===== src/rtl/io_page_pkg.sv =====
// io_page_pkg: shared constants for the I/O page strobe decoder.
//   Strobe index map of the 1k I/O page plus default page base and
//   watchdog timing. No ports.
package io_page_pkg;

  typedef enum logic [2:0] {
    STB_UART   = 3'd0,
    STB_HSLD   = 3'd1,
    STB_VSLD   = 3'd2,
    STB_INTACK = 3'd3,
    STB_WDOG   = 3'd4,
    STB_OUT0   = 3'd5,
    STB_OUT1   = 3'd6,
    STB_CRAM   = 3'd7
  } stb_idx_e;

  localparam logic [15:0] DEF_PAGE_BASE  = 16'h9C00;
  localparam int          DEF_WDOG_LIMIT = 8;
  localparam int          DEF_RST_CYCLES = 16;

endpackage


===== src/rtl/io_page_strobe_decoder_if.sv =====
// io_page_strobe_decoder_if: bus-side bundle of the I/O page decoder.
//   master: drives ce2H, ce2Hd, BA, BRWn, vblank, wdog_en; observes outputs.
//   slave : the decoder; receives the bus, drives wr_stb, wr_idx, rd_sel,
//           wdog_rst, wdog_cnt.
interface io_page_strobe_decoder_if #(
  parameter int ADDR_W    = 16,
  parameter int PAGE_BITS = 10,
  parameter int SEL_BITS  = 3,
  parameter int WDOG_W    = 4
);
  localparam int NUM_STB = 2**SEL_BITS;
  localparam int IDX_W   = PAGE_BITS - SEL_BITS;

  logic                ce2H;
  logic                ce2Hd;
  logic [ADDR_W-1:0]   BA;
  logic                BRWn;
  logic                vblank;
  logic                wdog_en;
  logic [NUM_STB-1:0]  wr_stb;
  logic [IDX_W-1:0]    wr_idx;
  logic [NUM_STB-1:0]  rd_sel;
  logic                wdog_rst;
  logic [WDOG_W-1:0]   wdog_cnt;

  modport master (
    output ce2H, ce2Hd, BA, BRWn, vblank, wdog_en,
    input  wr_stb, wr_idx, rd_sel, wdog_rst, wdog_cnt
  );

  modport slave (
    input  ce2H, ce2Hd, BA, BRWn, vblank, wdog_en,
    output wr_stb, wr_idx, rd_sel, wdog_rst, wdog_cnt
  );
endinterface


===== src/rtl/watchdog_timer.sv =====
// watchdog_timer: frame watchdog. Counts vblank rising edges while enabled;
//   a kick clears the count. Reaching WDOG_LIMIT edges without a kick
//   launches a wdog_rst pulse of exactly RST_CYCLES clks.
//   Ports: clk, reset (async high), i_kick, i_vblank, i_wdog_en,
//          o_wdog_rst, o_wdog_cnt.
//   WDOG_LIMIT must be in 1..2**WDOG_W-1, RST_CYCLES >= 1.
module watchdog_timer
  import io_page_pkg::*;
#(
  parameter int WDOG_W     = 4,
  parameter int WDOG_LIMIT = DEF_WDOG_LIMIT,
  parameter int RST_CYCLES = DEF_RST_CYCLES
) (
  input  logic              clk,
  input  logic              reset,
  input  logic              i_kick,
  input  logic              i_vblank,
  input  logic              i_wdog_en,
  output logic              o_wdog_rst,
  output logic [WDOG_W-1:0] o_wdog_cnt
);
  localparam int TMR_W = $clog2(RST_CYCLES + 1);

  logic              r_vblank_d;
  logic [WDOG_W-1:0] r_cnt;
  logic [TMR_W-1:0]  r_timer;
  logic              r_rst;
  logic              w_vb_rise;

  assign w_vb_rise = i_vblank & ~r_vblank_d;

  // Loading the timer leaves r_rst low for that edge; each following edge
  // with a non-zero timer holds r_rst high, giving RST_CYCLES clks of pulse.
  always_ff @(posedge clk or posedge reset) begin
    if (reset) begin
      r_vblank_d <= 1'b1;  // a vblank held across release is not an edge
      r_cnt      <= '0;
      r_timer    <= '0;
      r_rst      <= 1'b0;
    end else begin
      r_vblank_d <= i_vblank;
      r_rst      <= 1'b0;
      if (r_timer != '0) begin
        r_timer <= r_timer - 1'b1;
        r_rst   <= 1'b1;
        r_cnt   <= '0;
      end else if (!i_wdog_en || i_kick) begin
        r_cnt <= '0;
      end else if (w_vb_rise) begin
        if (r_cnt == WDOG_W'(WDOG_LIMIT - 1)) begin
          r_cnt   <= '0;
          r_timer <= TMR_W'(RST_CYCLES);
        end else begin
          r_cnt <= r_cnt + 1'b1;
        end
      end
    end
  end

  assign o_wdog_rst = r_rst;
  assign o_wdog_cnt = r_cnt;
endmodule


===== src/rtl/io_page_strobe_decoder.sv =====
// io_page_strobe_decoder: registered 6502 I/O page decoder.
//   Decodes one 2**PAGE_BITS page at PAGE_BASE into 2**SEL_BITS strobes:
//   a single-clk one-hot write strobe per bus cycle with captured low
//   address bits, a registered one-hot read select, and a frame watchdog
//   kicked by the WDOG_IDX write strobe.
//   Ports: clk, reset (async high), bus (io_page_strobe_decoder_if.slave).
module io_page_strobe_decoder
  import io_page_pkg::*;
#(
  parameter int                ADDR_W     = 16,
  parameter int                PAGE_BITS  = 10,
  parameter logic [ADDR_W-1:0] PAGE_BASE  = ADDR_W'(DEF_PAGE_BASE),
  parameter int                SEL_BITS   = 3,
  parameter int                WDOG_IDX   = int'(STB_WDOG),
  parameter int                WDOG_W     = 4,
  parameter int                WDOG_LIMIT = DEF_WDOG_LIMIT,
  parameter int                RST_CYCLES = DEF_RST_CYCLES
) (
  input  logic                     clk,
  input  logic                     reset,
  io_page_strobe_decoder_if.slave  bus
);
  localparam int NUM_STB = 2**SEL_BITS;
  localparam int IDX_W   = PAGE_BITS - SEL_BITS;

  logic                w_hit;
  logic [SEL_BITS-1:0] w_sel;
  logic [NUM_STB-1:0]  w_onehot;
  logic                w_wr_fire;
  logic                w_wdog_rst;
  logic [WDOG_W-1:0]   w_wdog_cnt;

  logic [NUM_STB-1:0]  r_wr_stb;
  logic [IDX_W-1:0]    r_wr_idx;
  logic [NUM_STB-1:0]  r_rd_sel;
  logic                r_armed;

  assign w_hit     = (bus.BA[ADDR_W-1:PAGE_BITS] == PAGE_BASE[ADDR_W-1:PAGE_BITS]);
  assign w_sel     = bus.BA[PAGE_BITS-1 -: SEL_BITS];
  assign w_onehot  = NUM_STB'(1) << w_sel;
  // armed gates repeated/held ce2Hd so only one strobe leaves per bus cycle
  assign w_wr_fire = bus.ce2Hd & w_hit & ~bus.BRWn & r_armed;

  always_ff @(posedge clk or posedge reset) begin
    if (reset) begin
      r_wr_stb <= '0;
      r_wr_idx <= '0;
      r_rd_sel <= '0;
      r_armed  <= 1'b1;
    end else begin
      r_wr_stb <= '0;
      if (w_wr_fire) begin
        r_wr_stb <= w_onehot;
        r_wr_idx <= bus.BA[IDX_W-1:0];
      end
      // ce2H re-arms even when it coincides with a firing ce2Hd
      r_armed <= bus.ce2H | (r_armed & ~w_wr_fire);
      if (bus.ce2H)
        r_rd_sel <= (w_hit & bus.BRWn) ? w_onehot : '0;
    end
  end

  watchdog_timer #(
    .WDOG_W     (WDOG_W),
    .WDOG_LIMIT (WDOG_LIMIT),
    .RST_CYCLES (RST_CYCLES)
  ) u_wdog (
    .clk        (clk),
    .reset      (reset),
    .i_kick     (r_wr_stb[WDOG_IDX]),
    .i_vblank   (bus.vblank),
    .i_wdog_en  (bus.wdog_en),
    .o_wdog_rst (w_wdog_rst),
    .o_wdog_cnt (w_wdog_cnt)
  );

  assign bus.wr_stb   = r_wr_stb;
  assign bus.wr_idx   = r_wr_idx;
  assign bus.rd_sel   = r_rd_sel;
  assign bus.wdog_rst = w_wdog_rst;
  assign bus.wdog_cnt = w_wdog_cnt;
endmodule


===== src/flat_wrapper.sv =====
// flat-port wrapper written by rule: the top's interface ports become plain ports
module io_page_strobe_decoder_flat import io_page_pkg::*;
#(
  parameter int                ADDR_W     = 16,
  parameter int                PAGE_BITS  = 10,
  parameter logic [ADDR_W-1:0] PAGE_BASE  = ADDR_W'(DEF_PAGE_BASE),
  parameter int                SEL_BITS   = 3,
  parameter int                WDOG_IDX   = int'(STB_WDOG),
  parameter int                WDOG_W     = 4,
  parameter int                WDOG_LIMIT = DEF_WDOG_LIMIT,
  parameter int                RST_CYCLES = DEF_RST_CYCLES
)
  (clk, reset, bus_ce2H, bus_ce2Hd, bus_BA, bus_BRWn, bus_vblank, bus_wdog_en, bus_wr_stb, bus_wr_idx, bus_rd_sel, bus_wdog_rst, bus_wdog_cnt);
  io_page_strobe_decoder_if #(.ADDR_W(ADDR_W), .PAGE_BITS(PAGE_BITS), .SEL_BITS(SEL_BITS), .WDOG_W(WDOG_W)) bus_i ();
  input  logic clk;
  input  logic reset;
  input wire logic [$bits(bus_i.ce2H)-1:0] bus_ce2H;
  input wire logic [$bits(bus_i.ce2Hd)-1:0] bus_ce2Hd;
  input wire logic [$bits(bus_i.BA)-1:0] bus_BA;
  input wire logic [$bits(bus_i.BRWn)-1:0] bus_BRWn;
  input wire logic [$bits(bus_i.vblank)-1:0] bus_vblank;
  input wire logic [$bits(bus_i.wdog_en)-1:0] bus_wdog_en;
  output wire logic [$bits(bus_i.wr_stb)-1:0] bus_wr_stb;
  output wire logic [$bits(bus_i.wr_idx)-1:0] bus_wr_idx;
  output wire logic [$bits(bus_i.rd_sel)-1:0] bus_rd_sel;
  output wire logic [$bits(bus_i.wdog_rst)-1:0] bus_wdog_rst;
  output wire logic [$bits(bus_i.wdog_cnt)-1:0] bus_wdog_cnt;
  assign bus_i.ce2H = bus_ce2H;
  assign bus_i.ce2Hd = bus_ce2Hd;
  assign bus_i.BA = bus_BA;
  assign bus_i.BRWn = bus_BRWn;
  assign bus_i.vblank = bus_vblank;
  assign bus_i.wdog_en = bus_wdog_en;
  assign bus_wr_stb = bus_i.wr_stb;
  assign bus_wr_idx = bus_i.wr_idx;
  assign bus_rd_sel = bus_i.rd_sel;
  assign bus_wdog_rst = bus_i.wdog_rst;
  assign bus_wdog_cnt = bus_i.wdog_cnt;
  io_page_strobe_decoder #(.ADDR_W(ADDR_W), .PAGE_BITS(PAGE_BITS), .PAGE_BASE(PAGE_BASE), .SEL_BITS(SEL_BITS), .WDOG_IDX(WDOG_IDX), .WDOG_W(WDOG_W), .WDOG_LIMIT(WDOG_LIMIT), .RST_CYCLES(RST_CYCLES)) u_core (.clk(clk), .reset(reset), .bus(bus_i));
endmodule

===== config.mk =====
export PLATFORM = sky130hd
export DESIGN_NAME = io_page_strobe_decoder_flat
export DESIGN_NICKNAME = d
export VERILOG_FILES = /design/src/rtl/io_page_pkg.sv /design/src/rtl/io_page_strobe_decoder_if.sv /design/src/rtl/watchdog_timer.sv /design/src/rtl/io_page_strobe_decoder.sv /design/src/flat_wrapper.sv
export SDC_FILE = /design/constraint.sdc
export NUM_CORES = 1
export LEC_CHECK = 0
export BUFFER_PORTS_ARGS = -buffer_cell sky130_fd_sc_hd__buf_2
export CAP_MARGIN = 30
export CORE_MARGIN = 2
export CORE_UTILIZATION = 53
export DETAILED_ROUTE_END_ITERATION = 10
export PLACE_DENSITY = 0.86
export SYNTH_ARGS = -nofsm -noshare
export SYNTH_HDL_FRONTEND = slang
export SYNTH_SLANG_ARGS = --single-unit

===== constraint.sdc =====
create_clock -name clk -period 4.2 [get_ports clk]
set_input_delay 0.42 -clock clk [delete_from_list [all_inputs] [get_ports clk]]
set_output_delay 0.42 -clock clk [all_outputs]
set_load 0.01 [all_outputs]

==> results.py, run 1 <==
metrics = {
    "logic_synthesis": {
        "syn_area_um2": 1530,
        "syn-num-nets": 147,
        "syn_inst": 122,
        "synth_top_area_share_pct": 54.1,
        "yosysSeqAreaShare_pct": 57.5,
        "post-synth-top-area-cell": "dfrtp_1",
        "synthTopCellsByArea": "dfrtp_1 54%, dfstp_2 3.4%, a22o_1 3.4%",
        "ys_warn_count": 0,
        "ys_seq_elements": 35,
        "synth.distinct_cells": 39,
        "avgSynthCellArea_um2": 12.5,
    },
    "clock_tree": {
        "htree_levels": 2,
        "post_cts_resized": 0,
        "cts-root-buf": "clkbuf_4",
        "clockBufferDepth": 2,
        "post_cts_buffers": 0,
        "cts.sinks": 35,
        "clk_pin_slew_worst_paths_ps": 100,
        "cts_buffers": 5,
        "cts_tree": "done",
        "clk_latency_ps": 330,
        "hold_buffers": 0,
    },
    "min_path": {
        "hp-class": "in2async",
    },
    "power": {
        "power_leakage_uw": 0.000993,
        "powerDensity_nw_per_um2": 403,
        "vdd.ir_drop.worst_uv": 477,
    },
    "timing": {
        "fmax_mhz": 598,
        "setup_tns_ps": 0,
        "hold_viol_final": 0,
        "maxSlewViolCount": 0,
        "worst_pin_slew_ps": 517,
        "relSlewSlack_pct": 65.2,
        "rsz0062_at_grt": "no",
        "fin_crit_sh_pct": 39.8,
        "setup_violations": 0,
        "fin_crit_ps": 1670,
        "finClkSkew_ps": 3.42,
        "finalWorstSetupSlack_ps": 2530,
    },
    "layout": {
        "synthToLayoutAreaGrowth_pct": 21.5,
        "layout-drive-gt1-share_pct": 41.6,
        "diodes": 0,
        "finalNetCount": 197,
        "n_fill_cell": 210,
        "final_area_um2": 1850,
        "fin_cells": 204,
    },
    "routing": {
        "avgViaCountPerCell": 5.51,
        "drcViolationCount": 0,
        "wl_um": 2850,
        "ant_nets": 0,
        "vias": 1125,
        "wire_per_inst_um": 14.0,
        "firstDrtPassIters": 5,
        "first_iter_violations": 38,
    },
    "placed_design": {
        "gp_congestion": 0.798,
        "dp_hpwl_um": 2170,
        "pre_cts_ws_ps": 2600,
        "port_buffers": 50,
        "dpl_cell_area_um2": 1780,
        "placed_cells_incl_taps": 196,
    },
    "critical_path": {
        "path_cells": "inv_1, ha_1, nor4b_4, nand2b_1, a211oi_1",
        "r2r-end": "u_core.u_wdog.o_wdog_cnt[3]$_DFFE_PP0P_",
        "r2r_setup_slack_ps": 2530,
        "worstPathArrival_ps": 1900,
        "crit_fanout": 7,
        "end_kind": "register",
        "r2r-start": "u_core.u_wdog.r_timer[0]$_DFFE_PP0P_",
        "crit_family": "simple AND/OR/NAND/NOR gates",
        "slowest_stage": "dfrtp_1",
        "cp_num_cells": 5,
        "crit_type": "reg2reg",
        "startpoint_type": "register",
        "required_ps": 4430,
        "rr_worst_depth": 5,
        "path_buf_inv": 1,
        "critPathMaxStageDelay_ps": 420,
    },
    "floorplan": {
        "die_h_um": 57.7,
        "die_w_um": 57.7,
        "dieArea_um2": 3330,
        "initial_core_util_pct": 55.4,
        "ios": 51,
        "core_um2": 2760,
        "num_rows": 19,
    },
    "job": {
        "maxCapViolCount": 0,
    },
    "grt": {
        "grt_max_degree": 36,
        "antenna_found_initial": 0,
        "grt_overflow": 0,
        "grtUsageTotal_pct": 19.1,
        "grt_pass1_vias": 1076,
        "grt_pass1_wl_um": 4700,
    },
    "run_status": {
        "status": "finished, final reports clean",
    },
}
-- registers in the layout (all words and copies together), names as in the netlist --
signal,flops
u_core.bus.rd_sel,8
u_core.bus.wr_idx,7
u_core.bus.wr_stb,8
u_core.r_armed,1
u_core.u_wdog.o_wdog_cnt,4
u_core.u_wdog.o_wdog_rst,1
u_core.u_wdog.r_timer,5
u_core.u_wdog.r_vblank_d,1
-- worst reg2reg max path, cell delays in order (launching register included) --
cell and delay [ps]:
dfrtp_1 420, inv_1 90, ha_1 210, nor4b_4 400
nand2b_1 190, a211oi_1 260
-- cell usage in the layout (no fill, tap or decap), drive strengths merged, types with 2 or more instances in the layout --
cell	count
inv	5
and4b	2
nand3	3
mux2i	2
nand2b	3
nor3b	3
nor2	5
o21ai	2
nor4b	3
clkbuf	7
nor4	4
xor2	3
nand2	8
mux2	7
nor3	6
ha	2
dfstp	2
and4bb	2
dfrtp	33
a22o	6
buf	51
a21o	2
nor2b	3
-- routing by layer --
layer	share of wire (%)	track usage, %	up-vias
li1	-	-	537
met5	0	0	-
met1	40	23.0	535
met3	8.8	8.26	6
met2	49	30.2	47
met4	2.0	8.31	0
-- per-stage QoR --
stage                     util (%)  hold WS, ps  power, uW
after floorplan                  -          424        485
after global placement        64.5          487        515
after detailed placement      64.5          488        527
after CTS                     67.2          164        758
after global routing          67.2          174        791
final                         67.2          165        747
-- cell type report --
type / count / area, um2 / area share, %
Tap cell: 31 / 38.8 / 2.09
Clock buffer: 7 / 45.0 / 2.43
Sequential cell: 35 / 878 / 47.4
Multi-Input combinational cell: 74 / 586 / 31.6
Clock inverter: 1 / 30.0 / 1.62
Timing Repair Buffer: 51 / 258 / 13.9
Inverter: 5 / 18.8 / 1.01
-- power by group --
part           internal, uW  switching (uW)  total, uW  leakage [uW]
Combinational          58.6            63.7        122      0.000488
Clock                   126             101        228     0.0000395
Sequential              368            29.7        397      0.000466
-- logic make-up after synthesis --
kind of cell | count (synthesis) | share of synthesized area, %
xor+xnor | 3 | 1.72
compound gates | 15 | 7.71
mux | 9 | 7.21
flops | 35 | 57.5
buf+inv | 13 | 4.10
fa+ha+maj | 2 | 1.64
simple gates | 45 | 20.1
-- synth_stat cells, drive strengths merged --
library cell / n
mux2: 7
nor2: 5
nor3b: 3
dfrtp: 33
nor4b: 3
nand2: 8
ha: 2
inv: 5
nand3: 3
a21boi: 1
a41o: 1
o22ai: 1
nand2b: 3
nor4: 4
o21ai: 2
a22o: 6
and4: 1
a211oi: 1
nor2b: 3
and4b: 2
buf: 4
xor2: 3
and4bb: 2
a31o: 1
nor3: 6
nand3b: 1
dfstp: 2
mux2i: 2
or3: 1
a21o: 2
clkbuf: 4
-- how the worst max path moves through the flow --
stage | start | slack, ps | endpoint
CTS | u_core.u_wdog.r_timer[0]$_DFFE_PP0P_ | 2570 | u_core.u_wdog.o_wdog_cnt[3]$_DFFE_PP0P_
global route | u_core.u_wdog.r_timer[0]$_DFFE_PP0P_ | 2410 | u_core.u_wdog.o_wdog_cnt[3]$_DFFE_PP0P_
finish | u_core.u_wdog.r_timer[0]$_DFFE_PP0P_ | 2530 | u_core.u_wdog.o_wdog_cnt[3]$_DFFE_PP0P_
floorplan | bus_BA[14] | 2790 | u_core.bus.wr_idx[0]$_DFFE_PP0P_
detailed placement | u_core.u_wdog.r_timer[0]$_DFFE_PP0P_ | 2600 | u_core.u_wdog.o_wdog_cnt[3]$_DFFE_PP0P_
global placement | bus_BA[14] | 2700 | u_core.bus.wr_idx[0]$_DFFE_PP0P_
Note: power is estimated with default switching activity, not from simulation.
==> inputs of run 2 (changes only) <==
--- a/config.mk
+++ b/config.mk
@@ -5,12 +5,13 @@
 export SDC_FILE = /design/constraint.sdc
 export NUM_CORES = 1
 export LEC_CHECK = 0
+export ABC_AREA = 1
 export BUFFER_PORTS_ARGS = -buffer_cell sky130_fd_sc_hd__buf_2
 export CAP_MARGIN = 30
 export CORE_MARGIN = 2
-export CORE_UTILIZATION = 53
+export CORE_UTILIZATION = 45
 export DETAILED_ROUTE_END_ITERATION = 10
-export PLACE_DENSITY = 0.86
+export PLACE_DENSITY = 0.78
 export SYNTH_ARGS = -nofsm -noshare
 export SYNTH_HDL_FRONTEND = slang
 export SYNTH_SLANG_ARGS = --single-unit
==> constraint.sdc (replaced) <==
create_clock -name clk -period 1.45 [get_ports clk]
set_input_delay 0.145 -clock clk [delete_from_list [all_inputs] [get_ports clk]]
set_output_delay 0.145 -clock clk [all_outputs]
set_load 0.01 [all_outputs]
==> results.py, run 2 <==
metrics = {
    "run_status": {
        "status": "finished, final reports clean",
    },
    "critical_path": {
        "crit_path_end": "u_core.u_wdog.o_wdog_cnt[3]$_DFFE_PP0P_",
        "r2r-end": "u_core.u_wdog.o_wdog_cnt[3]$_DFFE_PP0P_",
        "rr_worst_depth": 6,
        "end_kind": "register",
        "crit_path_start": "u_core.u_wdog.r_timer[0]$_DFFE_PP0P_",
        "worstPathArrival_ps": 1590,
        "slowest_stage": "dfrtp_1",
        "crit_family": "simple AND/OR/NAND/NOR gates",
        "path_cells": "inv_1, ha_1, nand3_4, nor3_2, nand3_1, nand2_1",
        "startpoint_type": "register",
        "crit_type": "reg2reg",
        "r2r_setup_slack_ps": 130,
        "cp_num_cells": 6,
        "critPathMaxStageDelay_ps": 370,
        "r2r-start": "u_core.u_wdog.r_timer[0]$_DFFE_PP0P_",
        "path_buf_inv": 1,
        "crit_fanout": 8,
        "required_ps": 1730,
    },
    "logic_synthesis": {
        "ys_top_cells_by_count": "55 x nand2_1, 33 x dfrtp_1, 21 x inv_1",
        "synth_top_family_by_area": "simple AND/OR/NAND/NOR gates",
        "avgSynthCellArea_um2": 9.09,
        "ys_seq_elements": 35,
        "synth.most_common_cell": "nand2_1",
        "synth.distinct_cells": 32,
        "synth_compound_area_share_pct": 4.51,
        "post-synth-top-area-cell": "dfrtp_1",
        "synth_top_flop_cell": "dfrtp_1",
        "synthTopCellsByArea": "dfrtp_1 51%, nand2_1 13%, inv_1 4.9%",
        "synth_edf_count": 0,
        "syn-num-nets": 202,
        "synthMuxAreaShare_pct": 0,
        "syn_area_um2": 1610,
        "synth-xor-area-share_pct": 1.09,
        "synth_simple_gate_area_share_pct": 30.5,
        "synth_fa_ha_area_share_pct": 1.56,
        "ys_warn_count": 0,
        "async_reset_ff_share_pct": 100,
        "syn_inst": 177,
        "synth_top_area_share_pct": 51.3,
        "yosysSeqAreaShare_pct": 54.6,
    },
    "timing": {
        "fin_crit_ps": 1320,
        "whs_ps": 10.4,
        "maxSlewViolCount": 0,
        "fmax_mhz": 760,
        "setup_tns_ps": 0,
        "fin_crit_sh_pct": 90.7,
        "setup_violations": 0,
        "worst_pin_slew_ps": 432,
        "finClkSkew_ps": 9.26,
        "hold_viol_final": 0,
        "rsz0062_at_grt": "no",
        "relSlewSlack_pct": 71.2,
    },
    "routing": {
        "wl_um": 3210,
        "ant_nets": 0,
        "firstDrtPassIters": 4,
        "avgViaCountPerCell": 4.66,
        "wire_per_inst_um": 11.2,
        "first_iter_violations": 31,
        "drcViolationCount": 0,
        "vias": 1337,
    },
    "grt": {
        "grt_max_degree": 36,
        "grt_overflow": 0,
        "grtUsageTotal_pct": 18.3,
        "antenna_found_initial": 0,
        "grt_pass1_wl_um": 5680,
        "grt_pass1_vias": 1358,
        "globalRouteMet2Util_pct": 31.0,
        "grt_util_met3_pct": 4.05,
        "grt-busiest-layer": "met2",
        "use_met1_pct": 21.2,
    },
    "layout": {
        "n_fill_cell": 332,
        "layout_common_cells": "55 x nand2_1, 50 x buf_2, 33 x dfrtp_1",
        "fin_cells": 287,
        "diodes": 0,
        "layout.cells.most_common": "nand2_1",
        "layout-drive-gt1-share_pct": 36.5,
        "final_area_um2": 2050,
        "finalNetCount": 265,
        "synthToLayoutAreaGrowth_pct": 27.2,
    },
    "power": {
        "vdd.ir_drop.worst_uv": 499,
        "power_leakage_uw": 0.00109,
        "power.internal_uw": 1560,
        "powerDensity_nw_per_um2": 1090,
        "p_sw_uw": 666,
        "p_comb_share_pct": 22.1,
        "switching_share_pct": 29.9,
        "seqPwrFrac_pct": 51.1,
        "clkPwrFrac_pct": 26.8,
    },
    "floorplan": {
        "num_rows": 21,
        "die_w_um": 63.8,
        "core_um2": 3390,
        "ios": 51,
        "initial_core_util_pct": 47.5,
        "die_h_um": 63.8,
        "dieArea_um2": 4070,
    },
    "placed_design": {
        "dpl_cell_area_um2": 1910,
        "dp_hpwl_um": 2410,
        "placed_cells_incl_taps": 272,
        "port_buffers": 50,
        "gp_congestion": 0.809,
    },
    "clock_tree": {
        "post_cts_resized": 0,
        "htree_levels": 2,
        "clk_latency_ps": 340,
        "post_cts_buffers": 0,
        "cts_tree": "done",
        "hold_buffers": 6,
        "clk_pin_slew_worst_paths_ps": 100,
        "cts-root-buf": "clkbuf_4",
        "clockBufferDepth": 2,
        "cts.sinks": 35,
        "cts_buffers": 5,
    },
    "job": {
        "maxCapViolCount": 0,
    },
    "min_path": {
        "hp-class": "in2reg",
    },
}
==> run 2: cell count changes after synthesis, moves of 3 or more <==
cell and change:
clkbuf_1 -3, inv_1 +16, nor3b_1 -3, a22o_1 -6, mux2_4 -3, nand3_1 +4
nand2_2 +3, nor2_2 +11, o21ai_1 +8, nand2b_1 -3, mux2_2 -4, nand2_1 +47
nor2b_1 -3, nor4_1 -4
==> run 2: power by group through the flow <==
| stage | combinational (uW) | clock, uW | sequential (uW) |
|---|---|---|---|
| after floorplan | 337 | 0 | 1160 |
| after global placement | 463 | 0 | 1150 |
| after detailed placement | 482 | 0 | 1160 |
| after CTS | 496 | 615 | 1140 |
| after global routing | 563 | 652 | 1150 |
| final | 492 | 595 | 1140 |
==> run 2: layer usage <==
metal	vias to the layer above	share of wire (%)
met5	-	0
li1	673	-
met2	42	50
met4	0	2.1
met3	9	4.8
met1	613	43
==> run 2: through the flow <==
step                worst slack (ps)  total power [uW]  util [%]
floorplan                        272              1500         -
finish                           135              2220      60.4
CTS                              131              2250      60.1
global route                    57.9              2360      60.4
global placement                 225              1610      56.3
detailed placement               153              1640      56.3
==> run 2: logic make-up (layout without fill, tap and decap cells) <==
group,count (synthesis),count (layout)
xor gates and xnor gates,2,2
buffers and inverters,29,93
DFF,35,35
AOI/OAI and AO/OA,13,13
adders and majority gates,2,2
and+or+nand+nor,96,96
==> run 2: how the worst min path moves through the flow <==
| stage | start | endpoint | depth (start not counted) |
|---|---|---|---|
| 2_1_floorplan | bus_vblank | u_core.u_wdog.r_vblank_d$_DFF_PP1_ | 0 |
| 3_3_place_gp | reset | u_core.u_wdog.o_wdog_rst$_DFF_PP0_ | 3 |
| 3_5_place_dp | reset | u_core.u_wdog.r_timer[3]$_DFFE_PP0P_ | 3 |
| 4_1_cts | bus_BA[3] | u_core.bus.wr_idx[3]$_DFFE_PP0P_ | 3 |
| 5_1_grt | bus_BA[3] | u_core.bus.wr_idx[3]$_DFFE_PP0P_ | 3 |
| 6_report | bus_BA[3] | u_core.bus.wr_idx[3]$_DFFE_PP0P_ | 3 |
==> run 2: layout make-up <==
| cell class | count | area (um2) | share of cell area, % |
|---|---|---|---|
| Timing Repair Buffer | 59 | 335 | 16.4 |
| Inverter | 26 | 101 | 4.95 |
| Clock buffer | 8 | 68.8 | 3.36 |
| Sequential cell | 35 | 878 | 42.9 |
| Multi-Input combinational cell | 113 | 606 | 29.6 |
| Tap cell | 46 | 57.6 | 2.81 |
==> run 2: worst reg2reg max path: cells and delay by family, from the launching register on <==
kind / cells / cell delay (ps)
DFF: 1 / 370
and+or+nand+nor: 4 / 530
buffers and inverters: 1 / 100
adders and majority gates: 1 / 270
